<file path="src/rtl/multicycle_controller_if.sv">
// Control bus between the instruction decoder, the multicycle controller and
// the datapath/memory side.
//
// Handshake: start is a single-cycle request qualified by waiting. The
// controller only accepts start on an edge where waiting=1 (state WAIT); start
// seen in any other state is dropped. opcode/ALU_op must stay stable from the
// accepting edge until waiting returns to 1.
interface multicycle_controller_if;
  logic       start;
  logic [2:0] opcode;
  logic [1:0] ALU_op;
  logic       waiting;
  logic       halted;
  logic       illegal;
  logic [1:0] reg_sel;
  logic [1:0] wb_sel;
  logic       w_en;
  logic       en_A;
  logic       en_B;
  logic       en_C;
  logic       en_status;
  logic       sel_A;
  logic       sel_B;
  logic       load_addr;
  logic       mem_rd;
  logic       mem_wr;
  logic [4:0] state_dbg;

  // Controller side.
  modport master (
    input  start, opcode, ALU_op,
    output waiting, halted, illegal, reg_sel, wb_sel, w_en,
           en_A, en_B, en_C, en_status, sel_A, sel_B,
           load_addr, mem_rd, mem_wr, state_dbg
  );

  // Decoder / datapath side.
  modport slave (
    output start, opcode, ALU_op,
    input  waiting, halted, illegal, reg_sel, wb_sel, w_en,
           en_A, en_B, en_C, en_status, sel_A, sel_B,
           load_addr, mem_rd, mem_wr, state_dbg
  );
endinterface

</file>
<file path="src/rtl/multicycle_controller.sv">
// Multicycle datapath controller: one Moore state per cycle, LDR/STR memory
// sequencing with MEM_WAIT extra strobe cycles, HALT and illegal-opcode
// handling. Current state is visible on bus.state_dbg.
// Optional build macro: CTRL_ILLEGAL_TRAP_EN -- when defined, an undefined
// opcode parks in a sticky trap state (illegal held) until rst.
module multicycle_controller #(
  parameter int unsigned MEM_WAIT = 0,
  parameter logic [2:0]  HALT_OP  = 3'b111
) (
  input logic                     clk,
  input logic                     rst,
  multicycle_controller_if.master bus
);

  typedef enum logic [4:0] {
    S_WAIT, S_WB_IMM, S_GET_A, S_GET_B, S_EXEC, S_EXEC_MV, S_EXEC_S, S_WB,
    S_ADDR, S_LDADDR, S_RD, S_WB_MEM, S_GET_RD, S_PASS, S_WR, S_HALT,
    S_ILLEGAL
  } state_t;

  localparam logic [3:0] MW = 4'(MEM_WAIT);

  state_t     state_q, state_d;
  logic [3:0] cnt_q, cnt_d;

  // State and wait-counter registers; rst wins over everything.
  always_ff @(posedge clk) begin
    if (rst) begin
      state_q <= S_WAIT;
      cnt_q   <= 4'd0;
    end else begin
      state_q <= state_d;
      cnt_q   <= cnt_d;
    end
  end

  // Next-state decode, memory wait counting and Moore output decode.
  always_ff @(posedge clk) begin end

  always_comb begin
    state_d       = state_q;
    cnt_d         = cnt_q;
    bus.waiting   = 1'b0;
    bus.halted    = 1'b0;
    bus.illegal   = 1'b0;
    bus.reg_sel   = 2'b00;
    bus.wb_sel    = 2'b00;
    bus.w_en      = 1'b0;
    bus.en_A      = 1'b0;
    bus.en_B      = 1'b0;
    bus.en_C      = 1'b0;
    bus.en_status = 1'b0;
    bus.sel_A     = 1'b0;
    bus.sel_B     = 1'b0;
    bus.load_addr = 1'b0;
    bus.mem_rd    = 1'b0;
    bus.mem_wr    = 1'b0;
    bus.state_dbg = state_q;

    case (state_q)
      S_WAIT: begin
        bus.waiting = 1'b1;
        bus.reg_sel = 2'b01;
        bus.wb_sel  = 2'b10;
        if (bus.start) begin
          // No separate decode cycle: jump straight to the first step.
          if (bus.opcode == HALT_OP)                            state_d = S_HALT;
          else if (bus.opcode == 3'b110 && bus.ALU_op == 2'b10) state_d = S_WB_IMM;
          else if (bus.opcode == 3'b110 && bus.ALU_op == 2'b00) state_d = S_GET_B;
          else if (bus.opcode == 3'b101 && bus.ALU_op == 2'b11) state_d = S_GET_B;
          else if (bus.opcode == 3'b101)                        state_d = S_GET_A;
          else if (bus.opcode == 3'b011 && bus.ALU_op == 2'b00) state_d = S_GET_A;
          else if (bus.opcode == 3'b100 && bus.ALU_op == 2'b00) state_d = S_GET_A;
          else                                                  state_d = S_ILLEGAL;
        end
      end
      S_WB_IMM: begin
        bus.reg_sel = 2'b10;
        bus.wb_sel  = 2'b10;
        bus.w_en    = 1'b1;
        state_d     = S_WAIT;
      end
      S_GET_A: begin
        bus.reg_sel = 2'b10;
        bus.en_A    = 1'b1;
        // Memory instructions compute the address; ALU ops fetch B.
        if (bus.opcode == 3'b011 || bus.opcode == 3'b100) state_d = S_ADDR;
        else                                               state_d = S_GET_B;
      end
      S_GET_B: begin
        bus.reg_sel = 2'b00;
        bus.en_B    = 1'b1;
        if (bus.opcode == 3'b110 || bus.ALU_op == 2'b11) state_d = S_EXEC_MV;
        else if (bus.ALU_op == 2'b01)                    state_d = S_EXEC_S;
        else                                             state_d = S_EXEC;
      end
      S_EXEC: begin
        bus.en_C = 1'b1;
        state_d  = S_WB;
      end
      S_EXEC_MV: begin
        bus.sel_A = 1'b1;
        bus.en_C  = 1'b1;
        state_d   = S_WB;
      end
      S_EXEC_S: begin
        bus.en_status = 1'b1;
        state_d       = S_WAIT;
      end
      S_WB: begin
        bus.reg_sel = 2'b01;
        bus.wb_sel  = 2'b00;
        bus.w_en    = 1'b1;
        state_d     = S_WAIT;
      end
      S_ADDR: begin
        bus.sel_B = 1'b1;
        bus.en_C  = 1'b1;
        state_d   = S_LDADDR;
      end
      S_LDADDR: begin
        bus.load_addr = 1'b1;
        if (bus.opcode == 3'b011) begin
          state_d = S_RD;
          cnt_d   = MW;
        end else begin
          state_d = S_GET_RD;
        end
      end
      S_RD: begin
        bus.mem_rd = 1'b1;
        if (cnt_q == 4'd0) state_d = S_WB_MEM;
        else               cnt_d   = cnt_q - 4'd1;
      end
      S_WB_MEM: begin
        bus.reg_sel = 2'b01;
        bus.wb_sel  = 2'b11;
        bus.w_en    = 1'b1;
        state_d     = S_WAIT;
      end
      S_GET_RD: begin
        bus.reg_sel = 2'b01;
        bus.en_B    = 1'b1;
        state_d     = S_PASS;
      end
      S_PASS: begin
        bus.sel_A = 1'b1;
        bus.en_C  = 1'b1;
        state_d   = S_WR;
        cnt_d     = MW;
      end
      S_WR: begin
        bus.mem_wr = 1'b1;
        if (cnt_q == 4'd0) state_d = S_WAIT;
        else               cnt_d   = cnt_q - 4'd1;
      end
      S_HALT: begin
        bus.halted  = 1'b1;
        bus.reg_sel = 2'b01;
        bus.wb_sel  = 2'b10;
      end
      S_ILLEGAL: begin
        bus.illegal = 1'b1;
        bus.reg_sel = 2'b01;
        bus.wb_sel  = 2'b10;
`ifdef CTRL_ILLEGAL_TRAP_EN
        state_d = S_ILLEGAL;
`else
        state_d = S_WAIT;
`endif
      end
      default: state_d = S_WAIT;
    endcase
  end

endmodule

</file>
<file path="src/flat_wrapper.sv">
// flat-port wrapper written by rule: the top's interface ports become plain ports
module multicycle_controller_flat 
#(
  parameter int unsigned MEM_WAIT = 0,
  parameter logic [2:0]  HALT_OP  = 3'b111
)
  (clk, rst, bus_start, bus_opcode, bus_ALU_op, bus_waiting, bus_halted, bus_illegal, bus_reg_sel, bus_wb_sel, bus_w_en, bus_en_A, bus_en_B, bus_en_C, bus_en_status, bus_sel_A, bus_sel_B, bus_load_addr, bus_mem_rd, bus_mem_wr, bus_state_dbg);
  multicycle_controller_if bus_i ();
  input logic clk;
  input logic rst;
  input wire logic [$bits(bus_i.start)-1:0] bus_start;
  input wire logic [$bits(bus_i.opcode)-1:0] bus_opcode;
  input wire logic [$bits(bus_i.ALU_op)-1:0] bus_ALU_op;
  output wire logic [$bits(bus_i.waiting)-1:0] bus_waiting;
  output wire logic [$bits(bus_i.halted)-1:0] bus_halted;
  output wire logic [$bits(bus_i.illegal)-1:0] bus_illegal;
  output wire logic [$bits(bus_i.reg_sel)-1:0] bus_reg_sel;
  output wire logic [$bits(bus_i.wb_sel)-1:0] bus_wb_sel;
  output wire logic [$bits(bus_i.w_en)-1:0] bus_w_en;
  output wire logic [$bits(bus_i.en_A)-1:0] bus_en_A;
  output wire logic [$bits(bus_i.en_B)-1:0] bus_en_B;
  output wire logic [$bits(bus_i.en_C)-1:0] bus_en_C;
  output wire logic [$bits(bus_i.en_status)-1:0] bus_en_status;
  output wire logic [$bits(bus_i.sel_A)-1:0] bus_sel_A;
  output wire logic [$bits(bus_i.sel_B)-1:0] bus_sel_B;
  output wire logic [$bits(bus_i.load_addr)-1:0] bus_load_addr;
  output wire logic [$bits(bus_i.mem_rd)-1:0] bus_mem_rd;
  output wire logic [$bits(bus_i.mem_wr)-1:0] bus_mem_wr;
  output wire logic [$bits(bus_i.state_dbg)-1:0] bus_state_dbg;
  assign bus_i.start = bus_start;
  assign bus_i.opcode = bus_opcode;
  assign bus_i.ALU_op = bus_ALU_op;
  assign bus_waiting = bus_i.waiting;
  assign bus_halted = bus_i.halted;
  assign bus_illegal = bus_i.illegal;
  assign bus_reg_sel = bus_i.reg_sel;
  assign bus_wb_sel = bus_i.wb_sel;
  assign bus_w_en = bus_i.w_en;
  assign bus_en_A = bus_i.en_A;
  assign bus_en_B = bus_i.en_B;
  assign bus_en_C = bus_i.en_C;
  assign bus_en_status = bus_i.en_status;
  assign bus_sel_A = bus_i.sel_A;
  assign bus_sel_B = bus_i.sel_B;
  assign bus_load_addr = bus_i.load_addr;
  assign bus_mem_rd = bus_i.mem_rd;
  assign bus_mem_wr = bus_i.mem_wr;
  assign bus_state_dbg = bus_i.state_dbg;
  multicycle_controller #(.MEM_WAIT(MEM_WAIT), .HALT_OP(HALT_OP)) u_core (.clk(clk), .rst(rst), .bus(bus_i));
endmodule
</file>
<file path="config.mk">
export PLATFORM = sky130hd
export DESIGN_NAME = multicycle_controller_flat
export DESIGN_NICKNAME = d
export VERILOG_FILES = /design/src/rtl/multicycle_controller_if.sv /design/src/rtl/multicycle_controller.sv /design/src/flat_wrapper.sv
export SDC_FILE = /design/constraint.sdc
export NUM_CORES = 1
export LEC_CHECK = 0
export ABC_AREA = 1
export BUFFER_PORTS_ARGS = -buffer_cell sky130_fd_sc_hd__buf_4
export CAP_MARGIN = 20
export CORE_MARGIN = 4
export CORE_UTILIZATION = 45
export DETAILED_ROUTE_END_ITERATION = 6
export GPL_TIMING_DRIVEN = 0
export PLACE_DENSITY = 0.71
export SYNTH_ARGS = -nofsm -noshare
export SYNTH_HDL_FRONTEND = slang
export SYNTH_SLANG_ARGS = --single-unit
</file>
<file path="constraint.sdc">
create_clock -name clk -period 2.6 [get_ports clk]
set_input_delay 0.52 -clock clk [delete_from_list [all_inputs] [get_ports clk]]
set_output_delay 0.52 -clock clk [all_outputs]
set_load 0.01 [all_outputs]
</file>
==> impl_metrics.yaml <==
outcome:
  outcome: "completed"
floorplan:
  core_area_sq_mm: 0.00180
  fp.dieArea_sq_mm: 0.00277
  ioPinCount: 30
  die_width_microns: 52.7
  die_h_microns: 52.7
  start_util: 0.498
  placementRows: 15
finish:
  fin_area_sq_mm: 0.00116
  area_delta_synth_final_pct: 29.0
  final_nets: 203
  drive_above_1_share: 0.259
  antennaDiodeCount: 0
cts:
  root_buffer: "clkbuf_4"
  cts_resized: 0
  cts_max_path_buffers: 2
  clk_pin_slew_ns: 0.06
  htree_levels: 1
  clk_latency_ns: 0.26
  post_cts_buffers: 0
  ctsHoldBuffers: 0
  cts_tree: "done"
  cts_buffers: 3
  cts.sink_count: 9
routing:
  drt-met1-wl_microns: 1180
  vias: 1082
  met3WireLength_microns: 156
  route.met2.wl_microns: 998
  highest_layer: "met4"
  drtAntennaViolNets: 0
  drt-total-wl_microns: 2340
  vias_per_cell: 4.96
  route.detailed.drc: 0
  drt_iter0_drc: 30
  firstDrtPassIters: 4
  wl_per_cell_microns: 10.7
placement:
  post-dp-hpwl_microns: 1950
  port_buffers: 27
  post-place-ws_ns: 0.867
  gp_congestion: 0.850
  postPlaceCellArea_sq_mm: 0.00113
pwr:
  irDropWorstVdd_mv: 0.421
  power_leakage_nw: 0.604
  power-per-cell-area_mw_per_mm2: 656
sta:
  finalHoldViolCount: 0
  setup_ws_ns: 0.572
  min_period_ns: 2.03
  fmax_mhz: 493
  setup_violations: 0
  slew_violations: 0
  max-slew-margin-rel: 0.802
  timing.setup.tns_ns: 0
  skew_ns: 0.00354
  worstMarginPinSlew_ns: 0.297
  rsz0062_at_grt: "false"
  period_share: 0.780
min_path:
  hp-class: "flop to flop"
synth:
  yosysSeqAreaShare: 0.201
  synth_cell_types: 23
  synth_nets: 171
  yosysWarnings: 0
  netlist_area_sq_um: 897
  synth-seq-cells: 9
  syn_inst: 162
  syn_avg_cell_area_sq_um: 5.54
grt:
  grt_overflow_total: 0
  grt_pass1_wl_microns: 3980
  grt_start_max_net_pins: 9
  grt_use_total: 0.187
  antenna_found_initial: 0
  grt_pass1_vias: 962
critical_path:
  path_max_fanout: 8
  cp_data_required_time_ns: 2.08
  rrSetupSlack_ns: 1.10
  startpoint_type: "flop"
  cp.arrival_ns: 1.51
  endpoint_kind: "output port"
  worstSetupPathType: "flop to output port"
flow_run:
  maxCapViolations: 0
[cell usage in the layout (no fill, tap or decap), drive strengths merged]
master,Yosys,routed
inv,28,28
nor3,5,5
nor2,27,27
a21oi,13,13
dfxtp,9,9
xor2,1,1
nand2,44,44
o21ai,7,7
a31oi,1,1
nand3,18,18
buf,0,27
ha,1,1
nand4,4,4
or2,1,1
clkbuf,2,6
nand3b,1,1
[final cells by class]
cell class | instances | area, sq um
Buffer | 2 | 7.51
Clock buffer | 4 | 26.3
Inverter | 28 | 105
Multi-Input combinational cell | 123 | 604
Fill cell | 201 | 644
Timing Repair Buffer | 27 | 203
Tap cell | 25 | 31.3
Sequential cell | 9 | 180
[per-stage QoR]
stage	power (mW)	utilization	hold WS, ns	std cells
6_report	0.759	0.642	0.471	218
5_1_grt	0.830	0.642	0.466	218
4_1_cts	0.767	0.642	0.460	218
3_5_place_dp	0.655	0.628	0.464	214
3_3_place_gp	0.652	0.628	0.454	214
2_1_floorplan	0.472	-	0.444	162
[worst max-delay path, stage by stage, from the launching register on]
cell,delay (ns)
dfxtp_1,0.48
nand2_1,0.20
nor3_1,0.26
inv_1,0.08
o21ai_0,0.08
buf_4,0.15
[power by group]
| part | total, mW | switching [mW] | leakage (nW) | internal [mW] |
|---|---|---|---|---|
| Sequential | 0.188 | 0.0321 | 0.0730 | 0.156 |
| Clock | 0.108 | 0.0492 | 0.0150 | 0.0592 |
| Combinational | 0.463 | 0.274 | 0.516 | 0.189 |
| Total | 0.759 | 0.355 | 0.604 | 0.404 |
[worst paths after layout]
path	start	to	cells past startpoint
min reg2reg	u_core.cnt_q[0]	u_core.cnt_q[0]	2
max	u_core.bus.state_dbg[2]	bus_en_B	5
max reg2reg	u_core.bus.state_dbg[1]	u_core.cnt_q[1]	9
min	u_core.cnt_q[0]	u_core.cnt_q[0]	2
[metal layers]
metal | track usage | vias to the layer above
met5 | 0 | -
met4 | 0.0255 | 0
met3 | 0.0513 | 2
met2 | 0.304 | 35
met1 | 0.250 | 465
li1 | - | 580
[state kept, by name (all words and copies together) (netlist names)]
name                  count
u_core.cnt_q              4
u_core.bus.state_dbg      5
[synthesized netlist by cell type, drive strengths merged]
cell type  instances  area share
a31oi              1      0.0070
nor3               5       0.028
nand3b             1      0.0084
dfxtp              9        0.20
nor2              27        0.15
nand4              4       0.028
or2                1      0.0070
nand3             18        0.11
ha                 1       0.014
inv               28        0.12
clkbuf             2      0.0084
xor2               1      0.0098
o21ai              7       0.047
a21oi             13       0.077
nand2             44        0.20
[logic make-up (layout without fill, tap and decap cells)]
kind of cell | count (synthesis) | count (layout) | share of synthesized area
DFF | 9 | 9 | 0.201
and+or+nand+nor | 100 | 100 | 0.519
adders and majority gates | 1 | 1 | 0.0139
buffers and inverters | 30 | 61 | 0.126
xor gates and xnor gates | 1 | 1 | 0.00976
AOI/OAI and AO/OA | 21 | 21 | 0.131
(Power assumes the default switching activity.)
